**config.mk**
```make
export PLATFORM = sky130hd
export DESIGN_NAME = vga_fb_scheduler
export DESIGN_NICKNAME = d
export VERILOG_FILES = /design/src/rtl/vga_fb_scheduler.sv
export SDC_FILE = /design/constraint.sdc
export NUM_CORES = 1
export LEC_CHECK = 0
export ABC_AREA = 1
export CAP_MARGIN = 0
export CORE_UTILIZATION = 55
export DETAILED_ROUTE_END_ITERATION = 7
export GPL_TIMING_DRIVEN = 0
export MAX_ROUTING_LAYER = met4
export PLACE_DENSITY = 0.82
export SYNTH_ARGS = -nofsm -noshare
export SYNTH_HDL_FRONTEND = slang
export SYNTH_SLANG_ARGS = --single-unit
```
**constraint.sdc**
```tcl
create_clock -name clk25MHz -period 4.6 [get_ports clk25MHz]
set_clock_uncertainty 0.1 [all_clocks]
set_input_delay 0.92 -clock clk25MHz [delete_from_list [all_inputs] [get_ports clk25MHz]]
set_output_delay 0.92 -clock clk25MHz [all_outputs]
set_load 0.1 [all_outputs]
```
**src/rtl/vga_fb_scheduler.sv**
```systemverilog
// 640x480@60 VGA scanout of a 160x120x3 framebuffer (4x4 pixel scaling) with a shared host RAM port.
// Optional feature: define VGA_FB_BORDER_EN to force rgb=3'b111 on the outermost visible pixels.
module vga_fb_scheduler (
    input  logic        clk25MHz,
    input  logic        rst,
    output logic        hsync,
    output logic        vsync,
    output logic [2:0]  rgb,
    output logic [14:0] ram_addr,
    output logic        ram_we,
    output logic [2:0]  ram_wdata,
    input  logic [2:0]  ram_rdata,
    input  logic        cpu_req,
    input  logic        cpu_we,
    input  logic [14:0] cpu_addr,
    input  logic [2:0]  cpu_wdata,
    output logic        cpu_ack,
    output logic [2:0]  cpu_rdata
);
    localparam logic [9:0]  H_VISIBLE    = 10'd640;
    localparam logic [9:0]  H_SYNC_START = 10'd656;
    localparam logic [9:0]  H_SYNC_END   = 10'd752;
    localparam logic [9:0]  H_LAST       = 10'd799;
    localparam logic [9:0]  H_LAST_SLOT  = 10'd636;
    localparam logic [9:0]  H_WRAP_SLOT  = 10'd796;
    localparam logic [9:0]  V_VISIBLE    = 10'd480;
    localparam logic [9:0]  V_SYNC_START = 10'd490;
    localparam logic [9:0]  V_SYNC_END   = 10'd492;
    localparam logic [9:0]  V_LAST       = 10'd524;
    localparam logic [14:0] FB_WORDS     = 15'd19200;
    localparam logic [14:0] ROW_WORDS    = 15'd160;

    typedef enum logic {IDLE, ACK} host_state_t;

    host_state_t state;
    logic [9:0]  hcount;
    logic [9:0]  vcount;
    logic [14:0] line_base;
    logic [14:0] next_base;
    logic [14:0] disp_addr;
    logic [14:0] addr_hold;
    logic [2:0]  fetch_buf;
    logic [2:0]  pix;
    logic [2:0]  pix_colour;
    logic        ready;
    logic        ack_zero;
    logic        h_end;
    logic        v_end;
    logic        visible;
    logic        slot_mid;
    logic        slot_wrap;
    logic        disp_slot;
    logic        host_grant;
    logic        cpu_in_range;

    assign h_end   = (hcount == H_LAST);
    assign v_end   = (vcount == V_LAST);
    assign visible = (hcount < H_VISIBLE) && (vcount < V_VISIBLE);

    // Base of the line that follows the current one; the incremental update avoids a multiplier.
    assign next_base = v_end                  ? 15'd0 :
                       (vcount[1:0] == 2'd3)  ? line_base + ROW_WORDS :
                                                line_base;

    assign slot_mid  = (hcount[1:0] == 2'd0) && (hcount <= H_LAST_SLOT) && (vcount < V_VISIBLE);
    assign slot_wrap = (hcount == H_WRAP_SLOT) && (v_end || (vcount < V_VISIBLE - 10'd1));
    assign disp_slot = ready && (slot_mid || slot_wrap);
    assign disp_addr = slot_wrap ? next_base : line_base + {7'd0, hcount[9:2]} + 15'd1;

    // ready blocks all RAM traffic in the first cycle after reset so every output shows its reset value.
    assign cpu_in_range = (cpu_addr < FB_WORDS);
    assign host_grant   = ready && !rst && (state == IDLE) && cpu_req && !disp_slot;

    always_comb begin
        ram_addr  = addr_hold;
        ram_we    = 1'b0;
        ram_wdata = 3'b000;
        if (disp_slot) begin
            ram_addr = disp_addr;
        end else if (host_grant) begin
            ram_addr  = cpu_addr;
            ram_we    = cpu_we && cpu_in_range;
            ram_wdata = cpu_wdata;
        end
    end

    assign cpu_rdata = ((state == ACK) && !ack_zero) ? ram_rdata : 3'b000;

`ifdef VGA_FB_BORDER_EN
    logic on_border;
    assign on_border  = (hcount == 10'd0) || (hcount == H_VISIBLE - 10'd1) ||
                        (vcount == 10'd0) || (vcount == V_VISIBLE - 10'd1);
    assign pix_colour = on_border ? 3'b111 : pix;
`else
    assign pix_colour = pix;
`endif

    // Fetched word lands one cycle after its slot and is promoted to pix just before its group starts.
    always_ff @(posedge clk25MHz) begin
        if (rst) begin
            hcount    <= 10'd0;
            vcount    <= 10'd0;
            line_base <= 15'd0;
            hsync     <= 1'b1;
            vsync     <= 1'b1;
            rgb       <= 3'b000;
            fetch_buf <= 3'b000;
            pix       <= 3'b000;
            addr_hold <= 15'd0;
            ready     <= 1'b0;
        end else begin
            ready     <= 1'b1;
            addr_hold <= ram_addr;
            hcount    <= h_end ? 10'd0 : hcount + 10'd1;
            if (h_end) begin
                vcount    <= v_end ? 10'd0 : vcount + 10'd1;
                line_base <= next_base;
            end
            hsync <= !((hcount >= H_SYNC_START) && (hcount < H_SYNC_END));
            vsync <= !((vcount >= V_SYNC_START) && (vcount < V_SYNC_END));
            rgb   <= visible ? pix_colour : 3'b000;
            if (hcount[1:0] == 2'd1) fetch_buf <= ram_rdata;
            if (hcount[1:0] == 2'd3) pix <= fetch_buf;
        end
    end

    always_ff @(posedge clk25MHz) begin
        if (rst) begin
            state    <= IDLE;
            cpu_ack  <= 1'b0;
            ack_zero <= 1'b0;
        end else begin
            case (state)
                IDLE: begin
                    if (host_grant) begin
                        state    <= ACK;
                        cpu_ack  <= 1'b1;
                        ack_zero <= cpu_we || !cpu_in_range;
                    end
                end
                ACK: begin
                    state   <= IDLE;
                    cpu_ack <= 1'b0;
                end
                default: begin
                    state   <= IDLE;
                    cpu_ack <= 1'b0;
                end
            endcase
        end
    end
endmodule

```
==> flow_metrics.tcl <==
set metrics [dict create \
    ir_drop_mv 0.198 \
    power-per-cell-area_nw_per_um2 261 \
    yosysUniqueCellTypes 42 \
    startpoint_type "flop" \
    antenna_found_initial 0 \
    cts_buffers 9 \
    layout_common_cells "161 x nand2_1, 103 x inv_1, 65 x dfxtp_1" \
    ys_async_sr_fraction 0 \
    grt_pass1_vias 3758 \
    fill_cells 592 \
    tns_ps 0 \
    tightest_slew_ps 973 \
    core_region_area_sq_um 6940 \
    p_clk_frac 0.387 \
    max-slew-margin-rel 0.349 \
    syn_avg_cell_area_sq_um 6.44 \
    die_h_um 87.7 \
    timing.fmax_mhz 227 \
    grtUsageMet1 0.371 \
    hold_buffers 0 \
    path_class "reg2out" \
    first_iter_violations 249 \
    synth_cells 627 \
    die_width_um 87.7 \
    routedWlPerCell_um 12.8 \
    htree_levels 3 \
    hpwl_um 7700 \
    fin_nets 730 \
    pre_cts_ws_ps -14.4 \
    finalCriticalPeriod_ps 4410 \
    timing.final.crit_share 0.959 \
    ys_seq_area_frac 0.322 \
    p_sw_mw 0.392 \
    power_mw 1.28 \
    grt.met3_usage 0.0396 \
    worstPathMaxFanout 10 \
    drive_gt1_frac 0.0820 \
    synthTopCellsByArea "dfxtp_1 32%, nand2_1 15%, inv_1 9.6%, nand3_1 7.7%, nor2_1 5.2%" \
    grt_usage 0.292 \
    p_leak_nw 2.60 \
    final_hold_viol_count 0 \
    status "finished, final reports clean" \
    synth-seq-cells 65 \
    initial_core_util 0.582 \
    rows 30 \
    drt-total-wl_um 10200 \
    seqPwrFrac 0.454 \
    tritoncts "built" \
    cellInternalPower_mw 0.888 \
    ioPinCount 53 \
    io_buffers 52 \
    grt-ovfl-total 0 \
    synth_area_sq_um 4040 \
    top_usage_layer "met2" \
    yosysTopAreaCellShare 0.322 \
    post-cts-setup-buffers 0 \
    synth_edf_count 0 \
    synth_top_area_cell "dfxtp_1" \
    vias_per_cell 5.24 \
    clock_latency_ps 350 \
    worstPathArrival_ps 3390 \
    clk_path_buf_depth 2 \
    grt_use_met2 0.463 \
    combPwrFrac 0.158 \
    drtAntennaViolNets 0 \
    path_clk_slew_ps 80 \
    place.gp.congestion 0.932 \
    layout_setup_ws_ps 189 \
    die_area_sq_um 7690 \
    final_common_cell "nand2_1" \
    area_delta_synth_final_pct 21.5 \
    vias 4142 \
    grt_first_pass_wirelength_um 16900 \
    synth_nets 667 \
    yosys_warnings 0 \
    maxCapViolCount 0 \
    drtPass1Iterations 5 \
    whs_ps 343 \
    rsz0062_at_grt "false" \
    cts-root-buf "clkbuf_8" \
    clock-sinks 65 \
    synth_flop_cell "dfxtp_1" \
    switching_share 0.306 \
    seq_area_sq_um 1300 \
    worstSetupEndpointType "output port" \
    setup_viol 0 \
    cp.required_ps 3580 \
    grt_max_degree 14 \
    multi_input_area_sq_um 2220 \
    drc_errors 0 \
    drv_slew 0 \
    diodes 0 \
    hold_class "reg2reg" \
]
[sequential cells by signal, indices dropped and copies added, names as in the netlist]
register / flops
ack_zero: 1
addr_hold: 15
cpu_ack: 1
fetch_buf: 3
hcount: 10
hsync: 1
line_base: 15
pix: 3
ready: 1
rgb: 3
state: 1
vcount: 10
vsync: 1
[synth_stat cells (all sizes together) (3+ instances only)]
master  instances
ha             14
xor2            5
buf            13
xnor2           3
dfxtp          65
nor2           58
clkbuf          5
or2             3
o22ai           4
nand2         169
nor3            9
a21oi          41
nand3          64
nor4            3
nand3b          3
o32ai           6
o21ai          20
nand4          23
inv           110
[logic make-up after synthesis]
| kind of cell | synth area share |
|---|---|
| flops | 0.322 |
| xor+xnor | 0.0173 |
| buf+inv | 0.129 |
| fa+ha+maj | 0.0483 |
| compound gates | 0.109 |
| simple gates | 0.375 |
[layout make-up]
cell class / count / share of cell area
Buffer: 18 / 0.0219
Clock buffer: 9 / 0.0252
Clock inverter: 7 / 0.0155
Inverter: 110 / 0.0841
Multi-Input combinational cell: 434 / 0.452
Sequential cell: 65 / 0.265
Tap cell: 96 / 0.0245
Timing Repair Buffer: 52 / 0.112
[worst paths after layout]
| path | from | endpoint | slack (ps) | cells after the start |
|---|---|---|---|---|
| setup / recovery | vcount[0]$_SDFFE_PP0P_ | ram_addr[1] | 190 | 14 |
| hold / removal | pix[1]$_SDFFE_PP0P_ | rgb[1]$_SDFF_PP0_ | 340 | 2 |
| setup reg to reg | vcount[0]$_SDFFE_PP0P_ | addr_hold[6]$_SDFF_PP0_ | 2340 | 13 |
| hold reg to reg | pix[1]$_SDFFE_PP0P_ | rgb[1]$_SDFF_PP0_ | 340 | 2 |
[metal layers]
| metal | wire length (um) | part of all wire | vias to the layer above |
|---|---|---|---|
| met5 | 0 | 0 | - |
| met4 | 240 | 0.024 | 0 |
| met3 | 764 | 0.075 | 21 |
| met2 | 4470 | 0.44 | 157 |
| met1 | 4690 | 0.46 | 1821 |
| li1 | - | - | 2143 |
[critical path, stage by stage, from the launching register on]
cell,delay [ps]
dfxtp_1,410
ha_1,180
buf_2,190
inv_1,110
nor2_1,120
nand3_1,90
nand2_1,80
nand2_2,70
nand2_4,100
buf_6,160
inv_2,110
o21ai_0,100
nand3_1,120
nand2_1,80
clkdlybuf4s50_1,1130
[power by group through the flow]
stage	logic [mW]	clock network, mW	registers (mW)
floorplan	0.134	0	0.604
global placement	0.201	0	0.594
detailed placement	0.204	0	0.595
CTS	0.204	0.506	0.581
global route	0.217	0.533	0.583
finish	0.203	0.496	0.581
[per-stage QoR]
stage	util	instance area [sq um]	instances
after floorplan	-	4040	627
after global placement	0.674	4680	775
after detailed placement	0.674	4680	775
after CTS	0.702	4880	791
after global routing	0.707	4910	791
final	0.707	4910	791
[repair_timing]
action,in CTS,in global routing
endpoints found under the hold margin,0,0
gates resized for setup,4,13
endpoints found under the setup margin,4,13
(Power assumes the default switching activity.)
